===== src/rtl/score_renderer_pkg.sv =====
// Shared constants for the score renderer: segment maps, winner codes,
// colours and the BCD converter state encodings.
package scb_pkg;

  // Segment maps, bit order {a,b,c,d,e,f,g}
  localparam logic [6:0] SEG_0 = 7'b1111110;
  localparam logic [6:0] SEG_1 = 7'b0110000;
  localparam logic [6:0] SEG_2 = 7'b1101101;
  localparam logic [6:0] SEG_3 = 7'b1111001;
  localparam logic [6:0] SEG_4 = 7'b0110011;
  localparam logic [6:0] SEG_5 = 7'b1011011;
  localparam logic [6:0] SEG_6 = 7'b1011111;
  localparam logic [6:0] SEG_7 = 7'b1110000;
  localparam logic [6:0] SEG_8 = 7'b1111111;
  localparam logic [6:0] SEG_9 = 7'b1111011;

  localparam logic [1:0] WIN_NONE = 2'b00;
  localparam logic [1:0] WIN_A    = 2'b01;
  localparam logic [1:0] WIN_B    = 2'b10;

  localparam logic [11:0] RGB_OFF = 12'h000;
  localparam logic [11:0] RGB_FG  = 12'hFFF;
  localparam logic [11:0] RGB_BG  = 12'h008;

  localparam logic [1:0] ST_IDLE  = 2'd0;
  localparam logic [1:0] ST_SUB_A = 2'd1;
  localparam logic [1:0] ST_SUB_B = 2'd2;
  localparam logic [1:0] ST_DONE  = 2'd3;

  function automatic logic [6:0] seg_map(input logic [3:0] d);
    case (d)
      4'd0:    return SEG_0;
      4'd1:    return SEG_1;
      4'd2:    return SEG_2;
      4'd3:    return SEG_3;
      4'd4:    return SEG_4;
      4'd5:    return SEG_5;
      4'd6:    return SEG_6;
      4'd7:    return SEG_7;
      4'd8:    return SEG_8;
      4'd9:    return SEG_9;
      default: return 7'b0000000;
    endcase
  endfunction

endpackage


===== src/rtl/score_renderer_if.sv =====
// Pixel position / sync bus coming from the VGA timing stage.
interface score_renderer_if;
  logic       h_sync_in;
  logic       v_sync_in;
  logic       de_in;
  logic [9:0] x_in;
  logic [9:0] y_in;

  modport master (output h_sync_in, v_sync_in, de_in, x_in, y_in);
  modport slave  (input  h_sync_in, v_sync_in, de_in, x_in, y_in);
endinterface


===== src/rtl/score_renderer_bcd.sv =====
// Iterative subtract-10 binary to BCD converter for both team scores.
// A start in any state restarts from the new inputs; o_done is high for
// one cycle in DONE, when the digit outputs are valid.
module score_bcd
  import scb_pkg::*;
(
  input  logic       clk_scb,
  input  logic       rst_n_scb,
  input  logic       i_start,
  input  logic [6:0] i_val_a,
  input  logic [6:0] i_val_b,
  output logic       o_done,
  output logic [3:0] o_tens_a,
  output logic [3:0] o_ones_a,
  output logic [3:0] o_tens_b,
  output logic [3:0] o_ones_b
);
  logic [1:0] r_state;
  logic [6:0] r_rem_a, r_rem_b;
  logic [3:0] r_cnt_a, r_cnt_b;

  // FSM: peel off one ten per cycle, team A first, then team B
  always_ff @(posedge clk_scb or negedge rst_n_scb) begin
    if (!rst_n_scb) begin
      r_state <= ST_IDLE;
      r_rem_a <= '0;
      r_rem_b <= '0;
      r_cnt_a <= '0;
      r_cnt_b <= '0;
    end else if (i_start) begin
      r_state <= ST_SUB_A;
      r_rem_a <= i_val_a;
      r_rem_b <= i_val_b;
      r_cnt_a <= '0;
      r_cnt_b <= '0;
    end else begin
      case (r_state)
        ST_SUB_A:
          if (r_rem_a >= 7'd10) begin
            r_rem_a <= r_rem_a - 7'd10;
            r_cnt_a <= r_cnt_a + 4'd1;
          end else r_state <= ST_SUB_B;
        ST_SUB_B:
          if (r_rem_b >= 7'd10) begin
            r_rem_b <= r_rem_b - 7'd10;
            r_cnt_b <= r_cnt_b + 4'd1;
          end else r_state <= ST_DONE;
        default: r_state <= ST_IDLE;
      endcase
    end
  end

  assign o_done   = (r_state == ST_DONE);
  assign o_tens_a = r_cnt_a;
  assign o_tens_b = r_cnt_b;
  assign o_ones_a = 4'(r_rem_a);
  assign o_ones_b = 4'(r_rem_b);
endmodule


===== src/rtl/score_renderer.sv =====
// Score overlay stage: draws two 2-digit seven-segment scores over the
// VGA raster, blinks the winner, and delays the syncs to match colour.
module score_renderer
  import scb_pkg::*;
#(
  parameter int          DIGIT_W      = 32,
  parameter int          DIGIT_H      = 64,
  parameter int          SEG_T        = 6,
  parameter int          DIGIT_GAP    = 8,
  parameter int          ORIGIN_Y     = 64,
  parameter int          A_X          = 160,
  parameter int          B_X          = 416,
  parameter logic [11:0] FG_RGB       = RGB_FG,
  parameter logic [11:0] BG_RGB       = RGB_BG,
  parameter int          BLINK_FRAMES = 30
) (
  input  logic               clk_scb,
  input  logic               rst_n_scb,
  score_renderer_if.slave    pix,
  input  logic [6:0]         score_a_in,
  input  logic [6:0]         score_b_in,
  input  logic [1:0]         winner_in,
  output logic               h_sync_out,
  output logic               v_sync_out,
  output logic [11:0]        rgb_out,
  output logic               frame_tick_out
);
  localparam logic [9:0] C_AT_L  = 10'(A_X);
  localparam logic [9:0] C_AT_R  = 10'(A_X + DIGIT_W - 1);
  localparam logic [9:0] C_AO_L  = 10'(A_X + DIGIT_W + DIGIT_GAP);
  localparam logic [9:0] C_AO_R  = 10'(A_X + 2*DIGIT_W + DIGIT_GAP - 1);
  localparam logic [9:0] C_BT_L  = 10'(B_X);
  localparam logic [9:0] C_BT_R  = 10'(B_X + DIGIT_W - 1);
  localparam logic [9:0] C_BO_L  = 10'(B_X + DIGIT_W + DIGIT_GAP);
  localparam logic [9:0] C_BO_R  = 10'(B_X + 2*DIGIT_W + DIGIT_GAP - 1);
  localparam logic [9:0] C_ROW_T = 10'(ORIGIN_Y);
  localparam logic [9:0] C_ROW_B = 10'(ORIGIN_Y + DIGIT_H - 1);
  localparam logic [9:0] C_SEG_T = 10'(SEG_T);
  localparam logic [9:0] C_D_TOP = 10'(DIGIT_H - SEG_T);
  localparam logic [9:0] C_G_LO  = 10'(DIGIT_H/2 - SEG_T/2);
  localparam logic [9:0] C_G_HI  = 10'(DIGIT_H/2 + SEG_T/2 - 1);
  localparam logic [9:0] C_MID   = 10'(DIGIT_H/2);
  localparam logic [9:0] C_R_COL = 10'(DIGIT_W - SEG_T);
  localparam int         CNT_W   = (BLINK_FRAMES > 1) ? $clog2(BLINK_FRAMES) : 1;
  localparam logic [CNT_W-1:0] C_CNT_LAST = CNT_W'(BLINK_FRAMES - 1);

  // stage 1 / stage 2 pipeline registers
  logic       r1_de, r1_hs, r1_vs, r1_hit;
  logic [1:0] r1_sel;                 // {team B, ones box}
  logic [9:0] r1_lx, r1_ly;
  logic       r2_hs, r2_vs;
  logic [11:0] r_rgb;

  // frame-latched state
  logic             r_tick, r_phase;
  logic [6:0]       r_sa, r_sb;
  logic [1:0]       r_win;
  logic [CNT_W-1:0] r_cnt;
  logic [3:0]       r_tens_a, r_ones_a, r_tens_b, r_ones_b;

  logic       w_col_hit, w_row_hit, w_edge, w_done;
  logic [1:0] w_sel;
  logic [9:0] w_lx, w_ly;
  logic [3:0] w_bt_a, w_bo_a, w_bt_b, w_bo_b;
  logic [3:0] w_digit;
  logic [6:0] w_map, w_segs;
  logic       w_upper, w_left, w_right, w_blank, w_lit, w_blink;

  // Column decode: which digit box (if any) the pixel falls in
  always_comb begin
    w_col_hit = 1'b1;
    w_sel     = 2'b00;
    w_lx      = pix.x_in - C_AT_L;
    if (pix.x_in >= C_AT_L && pix.x_in <= C_AT_R) begin
      w_sel = 2'b00; w_lx = pix.x_in - C_AT_L;
    end else if (pix.x_in >= C_AO_L && pix.x_in <= C_AO_R) begin
      w_sel = 2'b01; w_lx = pix.x_in - C_AO_L;
    end else if (pix.x_in >= C_BT_L && pix.x_in <= C_BT_R) begin
      w_sel = 2'b10; w_lx = pix.x_in - C_BT_L;
    end else if (pix.x_in >= C_BO_L && pix.x_in <= C_BO_R) begin
      w_sel = 2'b11; w_lx = pix.x_in - C_BO_L;
    end else begin
      w_col_hit = 1'b0;
    end
  end

  assign w_row_hit = (pix.y_in >= C_ROW_T) && (pix.y_in <= C_ROW_B);
  assign w_ly      = pix.y_in - C_ROW_T;

  // Stage 1: register syncs, enable, box hit and local coordinates
  always_ff @(posedge clk_scb or negedge rst_n_scb) begin
    if (!rst_n_scb) begin
      r1_de <= 1'b0; r1_hs <= 1'b0; r1_vs <= 1'b0; r1_hit <= 1'b0;
      r1_sel <= '0; r1_lx <= '0; r1_ly <= '0;
    end else begin
      r1_de  <= pix.de_in;
      r1_hs  <= pix.h_sync_in;
      r1_vs  <= pix.v_sync_in;
      r1_hit <= w_col_hit && w_row_hit;
      r1_sel <= w_sel;
      r1_lx  <= w_lx;
      r1_ly  <= w_ly;
    end
  end

  // r2_vs is the previous r1_vs, so this is the registered rising edge
  assign w_edge = r1_vs & ~r2_vs;

  // Frame boundary: latch clipped scores and winner, advance blink timer
  always_ff @(posedge clk_scb or negedge rst_n_scb) begin
    if (!rst_n_scb) begin
      r_tick <= 1'b0; r_sa <= '0; r_sb <= '0; r_win <= WIN_NONE;
      r_cnt <= '0; r_phase <= 1'b0;
    end else begin
      r_tick <= w_edge;
      if (w_edge) begin
        r_sa  <= (score_a_in > 7'd99) ? 7'd99 : score_a_in;
        r_sb  <= (score_b_in > 7'd99) ? 7'd99 : score_b_in;
        r_win <= winner_in;
        if (r_cnt == C_CNT_LAST) begin
          r_cnt   <= '0;
          r_phase <= ~r_phase;
        end else begin
          r_cnt <= r_cnt + 1'b1;
        end
      end
    end
  end

  score_bcd u_bcd (
    .clk_scb  (clk_scb),
    .rst_n_scb(rst_n_scb),
    .i_start  (r_tick),
    .i_val_a  (r_sa),
    .i_val_b  (r_sb),
    .o_done   (w_done),
    .o_tens_a (w_bt_a),
    .o_ones_a (w_bo_a),
    .o_tens_b (w_bt_b),
    .o_ones_b (w_bo_b)
  );

  // Displayed digits change all at once when the converter finishes
  always_ff @(posedge clk_scb or negedge rst_n_scb) begin
    if (!rst_n_scb) begin
      r_tens_a <= '0; r_ones_a <= '0; r_tens_b <= '0; r_ones_b <= '0;
    end else if (w_done) begin
      r_tens_a <= w_bt_a; r_ones_a <= w_bo_a;
      r_tens_b <= w_bt_b; r_ones_b <= w_bo_b;
    end
  end

  // Stage 2 decode: segment regions, digit lookup, blanking and blink
  always_comb begin
    case (r1_sel)
      2'b00:   w_digit = r_tens_a;
      2'b01:   w_digit = r_ones_a;
      2'b10:   w_digit = r_tens_b;
      default: w_digit = r_ones_b;
    endcase
    w_map   = seg_map(w_digit);
    w_upper = r1_ly < C_MID;
    w_left  = r1_lx < C_SEG_T;
    w_right = r1_lx >= C_R_COL;
    w_segs  = {r1_ly < C_SEG_T,                      // a
               w_right && w_upper,                   // b
               w_right && !w_upper,                  // c
               r1_ly >= C_D_TOP,                     // d
               w_left && !w_upper,                   // e
               w_left && w_upper,                    // f
               (r1_ly >= C_G_LO) && (r1_ly <= C_G_HI)}; // g
    w_blank = !r1_sel[0] && (w_digit == 4'd0);
    w_lit   = r1_hit && !w_blank && (|(w_map & w_segs));
    w_blink = r_phase && (r1_sel[1] ? (r_win == WIN_B) : (r_win == WIN_A));
  end

  // Stage 2: colour mux and second sync delay
  always_ff @(posedge clk_scb or negedge rst_n_scb) begin
    if (!rst_n_scb) begin
      r2_hs <= 1'b0; r2_vs <= 1'b0; r_rgb <= RGB_OFF;
    end else begin
      r2_hs <= r1_hs;
      r2_vs <= r1_vs;
      if (!r1_de)                 r_rgb <= RGB_OFF;
      else if (w_lit && !w_blink) r_rgb <= FG_RGB;
      else                        r_rgb <= BG_RGB;
    end
  end

  assign h_sync_out     = r2_hs;
  assign v_sync_out     = r2_vs;
  assign rgb_out        = r_rgb;
  assign frame_tick_out = r_tick;
endmodule

===== src/flat_wrapper.sv =====
// flat-port wrapper written by rule: the top's interface ports become plain ports
module score_renderer_flat import scb_pkg::*;
#(
  parameter int          DIGIT_W      = 32,
  parameter int          DIGIT_H      = 64,
  parameter int          SEG_T        = 6,
  parameter int          DIGIT_GAP    = 8,
  parameter int          ORIGIN_Y     = 64,
  parameter int          A_X          = 160,
  parameter int          B_X          = 416,
  parameter logic [11:0] FG_RGB       = RGB_FG,
  parameter logic [11:0] BG_RGB       = RGB_BG,
  parameter int          BLINK_FRAMES = 30
)
  (clk_scb, rst_n_scb, score_a_in, score_b_in, winner_in, h_sync_out, v_sync_out, rgb_out, frame_tick_out, pix_h_sync_in, pix_v_sync_in, pix_de_in, pix_x_in, pix_y_in);
  score_renderer_if pix_i ();
  input  logic clk_scb;
  input  logic rst_n_scb;
  input  logic [6:0] score_a_in;
  input  logic [6:0] score_b_in;
  input  logic [1:0] winner_in;
  output logic h_sync_out;
  output logic v_sync_out;
  output logic [11:0] rgb_out;
  output logic frame_tick_out;
  input wire logic [$bits(pix_i.h_sync_in)-1:0] pix_h_sync_in;
  input wire logic [$bits(pix_i.v_sync_in)-1:0] pix_v_sync_in;
  input wire logic [$bits(pix_i.de_in)-1:0] pix_de_in;
  input wire logic [$bits(pix_i.x_in)-1:0] pix_x_in;
  input wire logic [$bits(pix_i.y_in)-1:0] pix_y_in;
  assign pix_i.h_sync_in = pix_h_sync_in;
  assign pix_i.v_sync_in = pix_v_sync_in;
  assign pix_i.de_in = pix_de_in;
  assign pix_i.x_in = pix_x_in;
  assign pix_i.y_in = pix_y_in;
  score_renderer #(.DIGIT_W(DIGIT_W), .DIGIT_H(DIGIT_H), .SEG_T(SEG_T), .DIGIT_GAP(DIGIT_GAP), .ORIGIN_Y(ORIGIN_Y), .A_X(A_X), .B_X(B_X), .FG_RGB(FG_RGB), .BG_RGB(BG_RGB), .BLINK_FRAMES(BLINK_FRAMES)) u_core (.clk_scb(clk_scb), .rst_n_scb(rst_n_scb), .pix(pix_i), .score_a_in(score_a_in), .score_b_in(score_b_in), .winner_in(winner_in), .h_sync_out(h_sync_out), .v_sync_out(v_sync_out), .rgb_out(rgb_out), .frame_tick_out(frame_tick_out));
endmodule

===== config.mk =====
export PLATFORM = sky130hd
export DESIGN_NAME = score_renderer_flat
export DESIGN_NICKNAME = d
export VERILOG_FILES = /design/src/rtl/score_renderer_pkg.sv /design/src/rtl/score_renderer_if.sv /design/src/rtl/score_renderer_bcd.sv /design/src/rtl/score_renderer.sv /design/src/flat_wrapper.sv
export SDC_FILE = /design/constraint.sdc
export NUM_CORES = 1
export LEC_CHECK = 0
export CORE_MARGIN = 2
export CORE_UTILIZATION = 50
export CTS_CLUSTER_DIAMETER = 40
export DETAILED_ROUTE_END_ITERATION = 8
export PLACE_DENSITY = 0.69
export SLEW_MARGIN = 40
export SYNTH_ARGS = -nofsm -noshare
export SYNTH_HDL_FRONTEND = slang
export SYNTH_SLANG_ARGS = --single-unit

===== constraint.sdc =====
create_clock -name clk_scb -period 3.05 [get_ports clk_scb]
set_input_delay 0.4575 -clock clk_scb [delete_from_list [all_inputs] [get_ports clk_scb]]
set_output_delay 0.4575 -clock clk_scb [all_outputs]
set_load 0.05 [all_outputs]

## Word-level counts from Yosys, hierarchy flattened

Memory sizes are Yosys's and may differ from the RTL's.
Index checks and enable logic that the tools add are counted.

- Add/sub/neg operators: 10
- $lt $le $gt $ge: 21
- Equal/unequal tests: 10
- Multiplexer cells: 35
- Bitwise logic cells: 4
- Reductions and logical operators: 31

Operators with widths:

| cell | count |
|---|---|
| $mux 7 | 8 |
| $mux 10 | 4 |
| $mux 12 | 2 |
| $mux 4 | 6 |
| $ge 10x5->1 const B | 2 |
| $ge 10x8->1 const B | 2 |
| $ge 10x9->1 const B | 2 |
| $le 10x8->1 const B | 2 |
| $le 10x9->1 const B | 2 |
| $lt 10x3->1 const B | 2 |
| $sub 10x8->10 const B | 2 |
| $sub 10x9->10 const B | 2 |
| $logic_and 1x1->1 | 16 |
| $ge 7x4->1 const B | 2 |
| $gt 7x7->1 const B | 2 |
| $mux 2 | 7 |
| $sub 7x4->7 const B | 2 |
| $pmux 4 s3 | 1 |
| $ge 10x6->1 const B | 1 |
| $ge 10x7->1 const B | 1 |
| $le 10x6->1 const B | 1 |
| $le 10x7->1 const B | 1 |
| $lt 10x6->1 const B | 1 |
| $sub 10x7->10 const B | 1 |
| 18 further kinds | 39 |

- Bits in registers: 103
- Memory bits (read-only): 112
- Bits of input ports: 41
- Word-level logic and storage cells: 137
- Memories kept: 1

Memory list:

| memory | depth | width | rd ports | clocked after memory_dff | write ports | line | RTL |
|---|---|---|---|---|---|---|---|
| (name not given) | 16 | 7 | 1 | 0 | 0 | score_renderer_pkg.sv:31 | `case (d)` |

## Longest topological paths before layout

- Depth in word-level cells: 10
- Depth in mapped cells: 9

## Cells and area by module

Synthesis repeated with hierarchy kept, for this count alone.

- Cells, all modules: 446
- Area total of the unflattened synthesis: 4823.4 µm²

By module, submodules not included:

| module | instances | cells each | area an instance (µm²) |
|---|---|---|---|
| score_renderer | 1 | 295 | 3389.5 |
| score_bcd | 1 | 151 | 1433.9 |

## Least setup slack after synthesis

OpenSTA, ideal clock, no wires.

- Path kind: reg-to-reg
- From: register u_core.r1_sel[0]
- To: register u_core.r_rgb[10], in the netlist u_core.rgb_out[10]
- Setup time: 0.082 ns
- Data arrival time: 1.967 ns
- Required time: 2.968 ns
- Path slack: 1.001 ns
- Stages on the path, launching flop included: 8
- Period minus slack after synthesis: 2.049 ns
- Path through: dfrtp_1 -> mux4_2 -> ha_1 -> and3b_1 -> o21ai_0 -> o311a_1 -> a31oi_1 -> a31oi_1

- Longest elaborated chain between the ends: 10
- Elaborated cells between the ends (all ways): 16
- Those cells by class: eq/ne (2); mux (3); bitwise (1); reduce/logical (9); memory (1)

Ends and longest elaborated chain:

| element | line | RTL |
|---|---|---|
| start: declaration | score_renderer.sv:49 | `logic [1:0] r1_sel;` |
| start signal: assignment | score_renderer.sv:100 | `r1_sel <= w_sel;` |
| branches (longest 6 deep; another with $mem_v2 16x7) | - |  |
| $logic_and 1x1->1 (*) | score_renderer.sv:173 | `w_lit = r1_hit && !w_blank && (\|(w_map & w_segs));` |
| $logic_and 1x1->1 (*) | score_renderer.sv:185 | `else if (w_lit && !w_blink) r_rgb <= FG_RGB;` |
| $mux 12 (*) | score_renderer.sv:185 |  |
| $mux 12 (*) | score_renderer.sv:184 | `if (!r1_de) r_rgb <= RGB_OFF;` |
| end signal: assignment | score_renderer.sv:184 |  |
| end signal: assignment | score_renderer.sv:185 |  |
| end signal: assignment | score_renderer.sv:186 | `else r_rgb <= BG_RGB;` |
| end: declaration | score_renderer.sv:52 | `logic [11:0] r_rgb;` |

Every way passes the cells marked *.
A chain may end at the register's enable or synchronous reset.

## Final worst setup path

- From: input port pix_x_in[5]
- To: register u_core.r1_lx[7]

- Longest elaborated chain between the ends: 6
- Elaborated cells between the ends (all ways): 20
- Those cells by class: add/sub (4); order compare (8); mux (4); reduce/logical (4)

Ends and longest elaborated chain:

| element | line | RTL |
|---|---|---|
| start: declaration | flat_wrapper.sv:29 | `input wire logic [$bits(pix_i.x_in)-1:0] pix_x_in;` |
| $ge 10x9->1 / $le 10x9->1 (equally long branches) | score_renderer.sv:80 | `end else if (pix.x_in >= C_BO_L && pix.x_in <= C_BO_R) begin` |
| $logic_and 1x1->1 | score_renderer.sv:80 |  |
| $mux 10 | score_renderer.sv:80 |  |
| $mux 10 | score_renderer.sv:78 | `end else if (pix.x_in >= C_BT_L && pix.x_in <= C_BT_R) begin` |
| $mux 10 | score_renderer.sv:76 | `end else if (pix.x_in >= C_AO_L && pix.x_in <= C_AO_R) begin` |
| $mux 10 (*) | score_renderer.sv:74 | `if (pix.x_in >= C_AT_L && pix.x_in <= C_AT_R) begin` |
| net u_core.w_lx[7] | score_renderer.sv:63 | `logic [9:0] w_lx, w_ly;` |
| end signal: assignment | score_renderer.sv:101 | `r1_lx <= w_lx;` |
| end: declaration | score_renderer.sv:50 | `logic [9:0] r1_lx, r1_ly;` |

Mark *: on every way through the listed nets, which the timed path passes. The rest lies on a longest branch.

==> run_results.csv <==
group,metric,value,unit
yosys,synth_nets,499,
cts,clockBufferDepth,2,
placement,hpwl,6182,um
cts,postCtsSetupRepairBufs,0,
sta,worst_pin_slew,0.6982,ns
yosys,synth_top_area_frac,0.4961,
die,start_util,0.5095,
global_route,grt_pass1_vias,3126,
die,dieHeight,100.3,um
die,die_w,100.3,um
yosys,synth_seq_area_share,0.4961,
setup_path,ff2ff_path_depth,7,
sta,layout_setup_ws,0.6872,ns
final_layout,area_growth,17.04,%
setup_path,worstSetupStartpoint,"pix_x_in[5]",
power_and_ir_drop,ir_drop,0.0004012,V
setup_path,cp.arrival,2.63,ns
placement,dp.cells,579,
global_route,grt_pass1_wl,14590,um
setup_path,start_kind,"primary input",
yosys,synth.distinct_cells,58,
die,die_area,10070,sq um
detailed_routing,antenna_left,0,
final_layout,regArea,2302,sq um
setup_path,worst_setup_path_end_kind,"flip-flop",
die,io_pins,56,
yosys,yosysWarnings,0,
yosys,ys_ff_latch,92,
global_route,overflow,0,
detailed_routing,drtPass1Iterations,5,
power_and_ir_drop,fin_total_pwr,3.771,mW
cts,cts.sinks,92,
flow_run,maxCapViolCount,0,
sta,final.period_utilization,0.7747,
sta,rsz0062_at_grt,"false",
cts,cts_root_buf,"clkbuf_8",
setup_path,worstReg2RegEnd,"u_core.rgb_out[10]$_DFF_PN0_",
cts,htree_levels,3,
setup_path,cp.required,3.32,ns
global_route,antenna_found_initial,0,
yosys,syn-cell-area,4641,sq um
setup_path,crit_fanout,8,
final_layout,antenna-diode-count,0,
setup_path,r2r_start,"u_core.r1_sel[0]$_DFF_PN0_",
yosys,syn_inst,433,
power_and_ir_drop,p_leak,2.366,nW
final_layout,fin_nets,545,
detailed_routing,totalWireLength,8414,um
final_layout,final_area,5431,sq um
sta,finClkSkew,0.01475,ns
cts,clock_latency,0.36,ns
placement,dpl_cell_area,5206,sq um
cts,cts_tree,"yes",
cts,ctsResizeCount,0,
sta,setup_viol,0,
placement,place_ws,0.3596,ns
final_layout,postLayoutCoreUtil,0.5963,
die,placementRows,35,
yosys,syn_avg_cell_area,10.72,sq um
detailed_routing,via_per_inst,5.489,
placement,gp_congestion,0.9417,
cts,hold_buffers,0,
setup_path,r2r_setup_slack,0.78,ns
detailed_routing,drc,0,
cts,cts_buffers,9,
sta,hold_viol_final,0,
run_status,status,"finished clean",
sta,slew_violations,0,
detailed_routing,num_vias,3266,
final_layout,finalNonFillerCells,595,
yosys,synth_ff_type,"dfrtp_1",
global_route,track_usage,0.1787,
hold_path,hold_path_class,"in2async",
detailed_routing,wl_per_cell,14.14,um
final_layout,fillCellCount,753,
sta,setup_tns,0,ns
setup_path,cp-endpoint,"u_core.r1_lx[7]$_DFF_PN0_",
sta,slew_headroom,0.5345,
yosys,yosysTopAreaCell,"dfrtp_1",
detailed_routing,first_iter_violations,162,
sta,fmax,0.4232,GHz
power_and_ir_drop,powerDensity,694.2,nW/um^2
final_layout,final_layout_size_suffix_gt1_frac,0.1116,
placement,io_buffers,55,
final_layout,multi_input_area,2081,sq um
yosys,async_reset_ff_frac,1.000,
cts,clk_pin_slew,0.10,ns
setup_path,crit_type,"in2reg",
die,design.core.area,9109,sq um
global_route,grt_max_degree,49,
yosys,synth_edf_count,0,
sta,hold_ws,0.08550,ns
yosys,synth_area_leaders,"dfrtp_1 50%, ha_1 6.7%, mux2_2 4.6%",
sta,period_minus_slack,2.363,ns
[worst min path at each step]
stage                                 from                         endpoint
CTS                              rst_n_scb       u_core.r_sa[5]$_DFFE_PN0P_
global route                     rst_n_scb       u_core.r_sa[5]$_DFFE_PN0P_
floorplan                        rst_n_scb  u_core.frame_tick_out$_DFF_PN0_
finish                           rst_n_scb       u_core.r_sa[5]$_DFFE_PN0P_
detailed placement  u_core.r1_hs$_DFF_PN0_      u_core.h_sync_out$_DFF_PN0_
global placement    u_core.r1_hs$_DFF_PN0_      u_core.h_sync_out$_DFF_PN0_
[metal layers]
layer / routed length, um / global-route usage
met4: 103 / 0.04742
met5: 0 / 0
met2: 4005 / 0.2876
met1: 4006 / 0.2520
met3: 298 / 0.03203
[state kept, by name (all words and copies together), names as in the netlist, 2 cells and up]
name	cells
u_core.r_win	2
u_core.r_sa	7
u_core.r1_ly	10
u_core.u_bcd.o_tens_b	4
u_core.rgb_out	2
u_core.u_bcd.o_tens_a	4
u_core.r_tens_a	4
u_core.u_bcd.r_rem_b	7
u_core.r1_lx	9
u_core.r_tens_b	4
u_core.r_cnt	5
u_core.u_bcd.r_state	2
u_core.r_ones_a	4
u_core.r1_sel	2
u_core.r_ones_b	4
u_core.r_sb	7
u_core.u_bcd.r_rem_a	7
[cells by family (layout without fill, tap and decap cells)]
| logic type | count (synthesis) | in the layout | synth area share |
|---|---|---|---|
| and+or+nand+nor | 130 | 130 | 0.1375 |
| buffers and inverters | 48 | 99 | 0.05554 |
| xor gates and xnor gates | 23 | 23 | 0.04341 |
| muxes | 26 | 26 | 0.07199 |
| DFF | 92 | 92 | 0.4961 |
| AOI/OAI and AO/OA | 89 | 89 | 0.1281 |
| adders and majority gates | 25 | 25 | 0.06740 |
[synth_stat cells (all sizes together), types with 3 or more instances]
| cell type | instances |
|---|---|
| a21oi | 16 |
| a22o | 6 |
| a31oi | 7 |
| a32oi | 3 |
| buf | 14 |
| clkbuf | 10 |
| dfrtp | 92 |
| ha | 25 |
| inv | 22 |
| mux2 | 19 |
| mux2i | 3 |
| mux4 | 4 |
| nand2 | 51 |
| nand2b | 6 |
| nand3 | 7 |
| nand4 | 3 |
| nor2 | 24 |
| nor2b | 4 |
| nor3 | 13 |
| nor4 | 3 |
| o21ai | 33 |
| o22a | 5 |
| or2 | 3 |
| or3 | 5 |
| or4b | 3 |
| xnor2 | 16 |
| xor2 | 7 |
[power by group]
group | switching, mW | total, mW | internal (mW) | leakage, nW
clock | 0.419 | 0.901 | 0.482 | 0.105
sequential | 0.233 | 1.73 | 1.50 | 1.13
combinational | 0.559 | 1.14 | 0.577 | 1.13
[final cells by class]
| type | instances | area share |
|---|---|---|
| inverter | 23 | 0.01589 |
| sequential | 92 | 0.4239 |
| multi-input combinational | 293 | 0.3831 |
| timing repair buffer | 60 | 0.1101 |
| clock inverter | 6 | 0.01613 |
| clock buffer | 10 | 0.02534 |
| tap | 111 | 0.02557 |
[worst max-delay path, stage by stage]
cell and delay, ns:
clkdlybuf4s50_1 0.55, inv_1 0.22, ha_1 0.21, nand3_1 0.13, o32ai_2 0.23, nand3b_1 0.12, or2_1 0.33, mux2i_1 0.21
xor2_1 0.16
[placed cells by master, fill, tap and decap left out, types with 4 or more instances in the layout]
cell,synthesis,layout
nor2b_1,4,4
mux2_2,19,19
clkdlybuf4s50_1,0,54
o22a_1,5,5
o21ai_0,33,33
a22o_1,6,6
buf_4,10,5
dfrtp_1,92,92
xor2_1,7,7
inv_1,22,22
nand2_1,51,51
ha_1,25,25
nand3_1,7,7
a31oi_1,7,7
clkbuf_8,0,10
mux4_2,4,4
xnor2_1,16,16
nor2_1,24,24
a21oi_1,16,16
nor3_1,13,13
nand2b_1,6,6
Power figures use the tool's default switching activity.
